## config.mk

```make
export PLATFORM = sky130hd
export DESIGN_NAME = smem_pair_write_scheduler
export DESIGN_NICKNAME = d
export VERILOG_FILES = /design/src/rtl/smem_pair_write_scheduler_pkg.sv /design/src/rtl/smem_pair_write_scheduler_rr_arbiter.sv /design/src/rtl/smem_pair_write_scheduler.sv
export SDC_FILE = /design/constraint.sdc
export NUM_CORES = 1
export LEC_CHECK = 0
export CORE_AREA = 2 2 163 165
export CTS_CLUSTER_SIZE = 28
export DETAILED_ROUTE_END_ITERATION = 10
export DIE_AREA = 0 0 165 167
export PLACE_DENSITY = 0.83
export SYNTH_ARGS = -nofsm -noshare
export SYNTH_HDL_FRONTEND = slang
export SYNTH_SLANG_ARGS = --single-unit
```

## constraint.sdc

```tcl
create_clock -name Clk -period 8.45 [get_ports Clk]
set_input_delay 1.69 -clock Clk [delete_from_list [all_inputs] [get_ports Clk]]
set_output_delay 1.69 -clock Clk [all_outputs]
set_load 0.02 [all_outputs]
```

## src/rtl/smem_pair_write_scheduler_pkg.sv

```systemverilog
// Shared encodings and defaults for the SMEM paired-write scheduler.
// FSM states track how many result words the scheduler currently holds.
package smem_pair_write_scheduler_pkg;

  typedef enum logic [1:0] {
    IDLE = 2'd0,
    HALF = 2'd1,
    PAIR = 2'd2
  } sched_state_e;

  localparam logic [64:0] DEFAULT_PAD_WORD = 65'h0;

endpackage

```

## src/rtl/smem_pair_write_scheduler_rr_arbiter.sv

```systemverilog
// Round-robin arbiter: one-hot grant, search starts one past the last winner.
// Produces no grant when disabled or when no lane requests.
module rr_arbiter #(
  parameter int NUM_REQ = 4,
  parameter int LGW     = (NUM_REQ > 1) ? $clog2(NUM_REQ) : 1
) (
  input  logic [NUM_REQ-1:0] req_i,
  input  logic               en_i,
  input  logic [LGW-1:0]     last_grant_i,
  output logic [NUM_REQ-1:0] grant_o
);

  int           idx_int;
  logic [LGW-1:0] idx;
  logic         found;

  always_comb begin
    grant_o = '0;
    found   = 1'b0;
    idx_int = 0;
    idx     = '0;
    for (int off = 1; off <= NUM_REQ; off++) begin
      idx_int = int'(last_grant_i) + off;
      if (idx_int >= NUM_REQ) idx_int = idx_int - NUM_REQ;
      idx = LGW'(idx_int);
      if (en_i && !found && req_i[idx]) begin
        grant_o[idx] = 1'b1;
        found        = 1'b1;
      end
    end
  end

endmodule

```

## src/rtl/smem_pair_write_scheduler.sv

```systemverilog
// Merges lane result words into pairs for the 2-write/1-read FIFO port,
// padding a stranded word on flush or idle timeout and holding pairs while full.
module smem_pair_write_scheduler
  import smem_pair_write_scheduler_pkg::*;
#(
  parameter int                    DATA_WIDTH    = 65,
  parameter int                    NUM_REQ       = 4,
  parameter int                    FLUSH_TIMEOUT = 16,
  parameter logic [DATA_WIDTH-1:0] PAD_WORD      = DATA_WIDTH'(DEFAULT_PAD_WORD)
) (
  input  logic                          Clk,
  input  logic                          Clear_in,
  input  logic [NUM_REQ-1:0]            req_valid_in,
  input  logic [NUM_REQ*DATA_WIDTH-1:0] req_data_in,
  output logic [NUM_REQ-1:0]            req_ready_out,
  input  logic                          flush_in,
  output logic [DATA_WIDTH-1:0]         fifo_data_1_out,
  output logic [DATA_WIDTH-1:0]         fifo_data_2_out,
  output logic                          fifo_wr_en_out,
  input  logic                          fifo_full_in,
  output logic                          pending_out,
  output logic [15:0]                   pad_count_out
);

  localparam int             LGW        = (NUM_REQ > 1) ? $clog2(NUM_REQ) : 1;
  localparam logic [7:0]     TIMEOUT_M1 = 8'(FLUSH_TIMEOUT - 1);

  sched_state_e            state_q, state_d;
  logic [DATA_WIDTH-1:0]   slot_q, slot_d;
  logic [DATA_WIDTH-1:0]   data1_q, data1_d;
  logic [DATA_WIDTH-1:0]   data2_q, data2_d;
  logic [7:0]              idle_cnt_q, idle_cnt_d;
  logic [15:0]             pad_cnt_q, pad_cnt_d;
  logic [LGW-1:0]          last_grant_q, last_grant_d;

  logic                    wr_en;
  logic                    write_done;
  logic                    grant_en;
  logic [NUM_REQ-1:0]      grant;
  logic                    any_grant;
  logic [LGW-1:0]          grant_idx;
  logic [DATA_WIDTH-1:0]   grant_word;

  // Write request is the PAIR state itself, masked so nothing reaches the FIFO in a reset cycle.
  assign wr_en      = (state_q == PAIR) && !Clear_in;
  assign write_done = wr_en && !fifo_full_in;
  assign grant_en   = !Clear_in && ((state_q == IDLE) || (state_q == HALF) || write_done);

  rr_arbiter #(
    .NUM_REQ (NUM_REQ),
    .LGW     (LGW)
  ) u_arb (
    .req_i        (req_valid_in),
    .en_i         (grant_en),
    .last_grant_i (last_grant_q),
    .grant_o      (grant)
  );

  always_comb begin
    any_grant  = |grant;
    grant_idx  = '0;
    grant_word = '0;
    for (int i = 0; i < NUM_REQ; i++) begin
      if (grant[i]) begin
        grant_idx  = LGW'(i);
        grant_word = req_data_in[i*DATA_WIDTH +: DATA_WIDTH];
      end
    end
  end

  always_comb begin
    state_d      = state_q;
    slot_d       = slot_q;
    data1_d      = data1_q;
    data2_d      = data2_q;
    idle_cnt_d   = idle_cnt_q;
    pad_cnt_d    = pad_cnt_q;
    last_grant_d = any_grant ? grant_idx : last_grant_q;
    case (state_q)
      IDLE: begin
        if (any_grant) begin
          state_d    = HALF;
          slot_d     = grant_word;
          idle_cnt_d = '0;
        end
      end
      HALF: begin
        // A real word always beats padding when both are possible.
        if (any_grant) begin
          state_d = PAIR;
          data1_d = slot_q;
          data2_d = grant_word;
        end else if (flush_in || (idle_cnt_q == TIMEOUT_M1)) begin
          state_d = PAIR;
          data1_d = slot_q;
          data2_d = PAD_WORD;
          if (pad_cnt_q != 16'hFFFF) pad_cnt_d = pad_cnt_q + 16'd1;
        end else begin
          idle_cnt_d = idle_cnt_q + 8'd1;
        end
      end
      PAIR: begin
        if (write_done) begin
          if (any_grant) begin
            state_d    = HALF;
            slot_d     = grant_word;
            idle_cnt_d = '0;
          end else begin
            state_d = IDLE;
          end
        end
      end
      default: state_d = IDLE;
    endcase
  end

  always_ff @(posedge Clk) begin
    if (Clear_in) begin
      state_q      <= IDLE;
      slot_q       <= '0;
      data1_q      <= '0;
      data2_q      <= '0;
      idle_cnt_q   <= '0;
      pad_cnt_q    <= '0;
      last_grant_q <= LGW'(NUM_REQ - 1);
    end else begin
      state_q      <= state_d;
      slot_q       <= slot_d;
      data1_q      <= data1_d;
      data2_q      <= data2_d;
      idle_cnt_q   <= idle_cnt_d;
      pad_cnt_q    <= pad_cnt_d;
      last_grant_q <= last_grant_d;
    end
  end

  assign req_ready_out   = grant;
  assign fifo_data_1_out = data1_q;
  assign fifo_data_2_out = data2_q;
  assign fifo_wr_en_out  = wr_en;
  assign pending_out     = (state_q != IDLE);
  assign pad_count_out   = pad_cnt_q;

endmodule

```

==> results of run 1 <==
[layer usage]
layer  part of all wire [%]  global-route usage (%)
met5                  0.068                       0
met4                    3.5                    10.2
met3                    8.1                    5.70
met2                     48                    43.7
met1                     41                    34.0
[stage by stage]
step	power, mW	area (sq um)	utilization [%]	setup slack [ns]
2_1_floorplan	2.59	10600	-	3.42
3_3_place_gp	3.28	14800	57.6	2.13
3_5_place_dp	3.32	14800	57.6	2.07
4_1_cts	4.37	15600	60.7	2.08
5_1_grt	4.59	15600	60.7	1.81
6_report	4.37	15600	60.7	2.02
[critical path: cells and delay by family]
kind                   cells  cell delay (ns)
AND/OR/NAND/NOR            2             0.85
AO/OA/AOI/OAI              2             0.99
buffers and inverters      2             1.20
[worst max path at each step]
stage	slack [ns]	end	startpoint
6_report	2.02	req_ready_out[1]	fifo_full_in
5_1_grt	1.81	req_ready_out[1]	fifo_full_in
4_1_cts	2.08	req_ready_out[1]	fifo_full_in
3_5_place_dp	2.07	req_ready_out[1]	fifo_full_in
3_3_place_gp	2.13	req_ready_out[1]	fifo_full_in
2_1_floorplan	3.42	req_ready_out[3]	req_valid_in[0]
[flip-flops by register name, indices dropped and copies added, names as in the netlist]
| register | cells |
|---|---|
| fifo_data_1_out | 65 |
| fifo_data_2_out | 65 |
| idle_cnt_q | 8 |
| last_grant_q | 2 |
| pad_count_out | 16 |
| slot_q | 65 |
| state_q | 2 |
[cells by family after synthesis]
family	share of synthesized area (%)
xor+xnor	0.0829
flops	42.2
compound gates	27.9
mux	1.04
fa+ha+maj	1.07
buf+inv	5.31
simple gates	22.4
[final cells by class]
class / count / area share [%]
clock inverters: 13 / 1.02
multi-input cells: 841 / 35.9
well taps: 335 / 2.68
clock buffers: 28 / 3.99
inverters: 13 / 0.312
diodes: 6 / 0.0960
repair buffers: 434 / 27.5
flip-flops and latches: 223 / 28.5
[report_power, final]
part,switching (mW),internal [mW]
Combinational,1.20,0.745
Sequential,0.122,1.24
Clock,0.433,0.621
[Yosys cell counts (5+ instances only)]
cell type  number  share of area, %
nor3_1          5              0.24
and2_1        131               7.8
nand3_1        13              0.62
o31ai_1        14              0.99
buf_2          29               1.4
a221oi_1       65               5.4
or4_1          16               1.1
nand2b_1        8              0.47
o21ai_0        63               3.0
o2bb2ai_1      65               5.4
a32o_1         67               6.3
nand2_1       146               5.2
nand3b_1       66               4.7
buf_1           6              0.21
nand4_1         5              0.30
ha_1            9               1.1
clkbuf_1       89               3.2
o21ai_1         6              0.28
a21oi_1        96               4.5
dfxtp_1       223                42
nor2_1          6              0.21
inv_1          11              0.39
and3_1         11              0.65
==> metrics, run 1 <==
Post-CTS Setup Inserts=0; WHS=about 0.45 ns; worst r2r src=last_grant_q[0]; CTS Buf Count=23; largest net degree at the start of global routing=104; Post-Route WL=38.4 mm; DR pass1 iterations=6; Slew Viols, Final=0; achievable frequency=around 160 MHz; chip width=~170 microns; flop-to-flop setup slack=2.86 ns; Area Growth Syn to Fin=48.0%; Synth Cell Area=between 0.01 and 0.015 sq mm; Arr. time, crit path=4.74 ns; Hold/Removal Path Class=register to register; antenna violations before repair=7; post-cts sizing count=0; clk root buf=clkbuf_16; CP Data Required Time=6.76 ns; register area share after synthesis=42.2%; # rows=59; fin crit share=between 70% and 80%; vias in the first global route=~10000; crit path capture type=output pin; startpoint types=primary input; footprint of the multi-input gates=0.00561 sq mm; r2r endpoint=fifo_data_2_out[27]; critical hold path startpoint=fifo_data_1_out[18]; Distinct cells, synth=between 50 and 60; pwr dens=279 mW/mm^2; Final min period=roughly 6.4 ns; hold depth=2; Starting DRT DRC Count=857; most frequent cells in the layout=clkdlybuf4s50_1, dfxtp_1, nand2_1; via count=10891; setup TNS=0 ns; vias per cell=between 5 and 6; layout cell share with drive strength beyond 1=4.83%; Peak VDD IR=0.371 mV; # Max-Cap Violations=0; gr ovfl total=0; clock latency on the worst-skew pair=0.51 ns; # setup viols final=0; Slew HR=17.1%; Slowest cell on crit path=a32o_4; dpl cells=around 1800; Nets=between 1500 and 2000; CP most frequent cell=clkdlybuf4s50_1; # clock sinks=223; clk slew on worst S/H paths=0.06 ns; Initial Utilization=41.0%; Hold Path End=fifo_data_1_out[18]; H-Tree Level Count=1; Synth warnings=0; Worst R2R Path Depth=11; Max clock buf depth=3; worst path cell trace=clkdlybuf4s50_1 > o21ai_0 > nor2b_1 > and2_1 > a32o_4 > clkdlybuf4s50_1; Post-synth top flop=dfxtp_1; most common cell after layout, fill and taps aside=clkdlybuf4s50_1; RSZ-0062 raised after global routing=false; Worst-Margin Slew=1.24 ns; Yosys reg bits=about 220; area occupied by registers=0.00446 sq mm; Post-DRT Antenna Nets=0; post-synthesis cell count=1202; Port Buffer Count=approximately 420; clock skew=between 0.015 and 0.02 ns; crit-path max cell delay=approximately 0.8 ns; IO Count=420; DIE AREA=around 0.028 sq mm; crit path max fanout=74; Detail Placement HPWL=about 26 mm; Core Box Area=0.0258 sq mm; CTS tree=done; global-route usage over all layers=26.6%; Avg WL per Cell=just over 20 microns; CP Class=primary input to output pin; Final Non-Filler Cells=1893; asr flop ratio synth=0%; fillers=2182; final-report hold violation count=0; die span in y=167 microns; GPL Wtd Cong=0.900; DR DRC count=0; syn avg cell area=8.79 sq um; Post-synth EDFFs=0; hold buffers post-CTS=0; Pleak=between 5 and 6 nW; status=finished, final reports clean; first-pass GRT wire length=57.9 mm; post-synth net total=around 1500
Note: power is estimated with default switching activity, not from simulation.
==> run 2, diff against run 1 <==
clock period = 6 ns   (was 8.45 ns; I/O delays follow)
==> run 2 against run 1 <==
Wire length increased by 3.2%. First-iteration DRC count increased by 5.1%. Global-route usage increased by 0.83 points. Utilization increased by 0.71 points. Clock power increased by 52%. Final area increased by 1.2%. Hold slack got worse by 0.0031 ns. Count of clock-buffer cells in the layout increased by 3. Die area unchanged.
==> metrics, run 2 (synthesis gave the netlist of run 1 again) <==
vias in the first global route=10739; Worst-Margin Slew=1.10 ns; largest net degree at the start of global routing=87; DR DRC count=0; Post-CTS Setup Inserts=0; Detail Placement HPWL=~27 mm; Area Growth Syn to Fin=49.8%; Post-Route WL=39.6 mm; vias per cell=5.85; Final min period=about 5.4 ns; Core Box Area=approximately 0.026 sq mm; Finished Cell Area=0.0158 sq mm; Initial Utilization=41.0%; layout cell share with drive strength beyond 1=5.32%; achievable frequency=185 MHz; fin crit share=90.0%; clock skew=0.00726 ns; DIE AREA=0.0276 sq mm; fin util=61.4%; crit path capture type=output pin; # rows=59; clk slew on worst S/H paths=0.07 ns; via count=11122; GPL Wtd Cong=0.895; clk root buf=clkbuf_16; dpl cell area=around 0.015 sq mm; worst path cell trace=inv_1 > ha_1 > mux4_2 > a21oi_1 > a32o_4 > buf_4 > clkdlybuf4s50_1; crit-path max cell delay=just under 0.7 ns; die span in y=167 microns; first-pass GRT wire length=59.3 mm; Avg WL per Cell=20.8 microns; # clock sinks=223; Power, Total=6.39 mW; startpoint types=register; Port Buffer Count=419; Pleak=5.33 nW; post-cts sizing count=0; DR pass1 iterations=5; pwr dens=404 mW/mm^2; Arr. time, crit path=4.20 ns; Slew Viols, Final=0; clock latency on the worst-skew pair=0.52 ns; status=finished, final reports clean; Post-DRT Antenna Nets=0; CP Data Required Time=~4.8 ns; chip width=165 microns; CP Class=register to output pin; setup TNS=0 ns; RSZ-0062 raised after global routing=false; WHS=0.449 ns; gr ovfl total=0; Starting DRT DRC Count=901; crit path max fanout=34; # Max-Cap Violations=0; IO Count=420; H-Tree Level Count=1; most frequent cells in the layout=clkdlybuf4s50_1, dfxtp_1, nand2_1; final-report hold violation count=0; antenna violations before repair=7; Peak VDD IR=about 0.32 mV; Max clock buf depth=3; global-route usage over all layers=27.4%; Nets=~1800; most common cell after layout, fill and taps aside=clkdlybuf4s50_1; hold buffers post-CTS=0; Slew HR=a little over a quarter; CTS tree=done; # setup viols final=0; Hold/Removal Path Class=register to register; CTS Buf Count=24; Slowest cell on crit path=clkdlybuf4s50_1
[run 2: cell count changes in the layout (fill, tap and decap cells not counted)]
cell        before  now
clkinv_2         3    4
inv_6            1    0
bufinv_16        3    4
clkbuf_8         3    4
buf_12           0    5
clkinvlp_4       5    2
buf_4           16   17
clkbuf_16       23   25
clkinv_4         1    2
[run 2: final timing paths]
| check | from | end | slack, ns | cells after the start |
|---|---|---|---|---|
| worst max-delay path | last_grant_q[0] | req_ready_out[2] | 0.60 | 7 |
| worst min register to register | slot_q[46] | fifo_data_1_out[46] | 0.45 | 2 |
| worst max register to register | last_grant_q[0] | fifo_data_2_out[37] | 1.13 | 11 |
| worst min-delay path | slot_q[46] | fifo_data_1_out[46] | 0.45 | 2 |
[run 2: power breakdown]
group          internal [mW]  switching (mW)
clock network          0.982           0.615
registers               1.75           0.171
logic                   1.12            1.74
[run 2: metal layers]
layer	vias to the layer above	global-route usage [%]	share of wire (%)	wire length, microns
li1	5156	-	-	-
met1	5290	33.6	39	15400
met5	-	0	0.033	13
met2	564	45.1	48	18800
met3	110	6.95	9.3	3700
met4	2	12.2	4.1	1600
[run 2: worst max-delay path, delay by kind of cell (launching register included)]
| kind | cells | cell delay (ns) |
|---|---|---|
| compound gates | 2 | 0.61 |
| flops | 1 | 0.66 |
| buf+inv | 3 | 1.30 |
| mux | 1 | 0.64 |
| fa+ha+maj | 1 | 0.45 |
[run 2: cell type report]
type	instances	area (sq um)
Fill cell	2206	9930
Multi-Input combinational cell	841	5610
Sequential cell	223	4460
Timing Repair Buffer	440	4410
Clock buffer	31	688
Tap cell	335	419
Clock inverter	12	173
Inverter	13	48.8
Antenna cell	6	15.0
[run 2: per-stage QoR]
| step | worst slack, ns | std cells |
|---|---|---|
| 6_report | 0.602 | 1901 |
| 5_1_grt | 0.359 | 1900 |
| 4_1_cts | 0.638 | 1895 |
| 3_5_place_dp | 0.782 | 1852 |
| 3_3_place_gp | 0.807 | 1852 |
| 2_1_floorplan | 1.82 | 1202 |
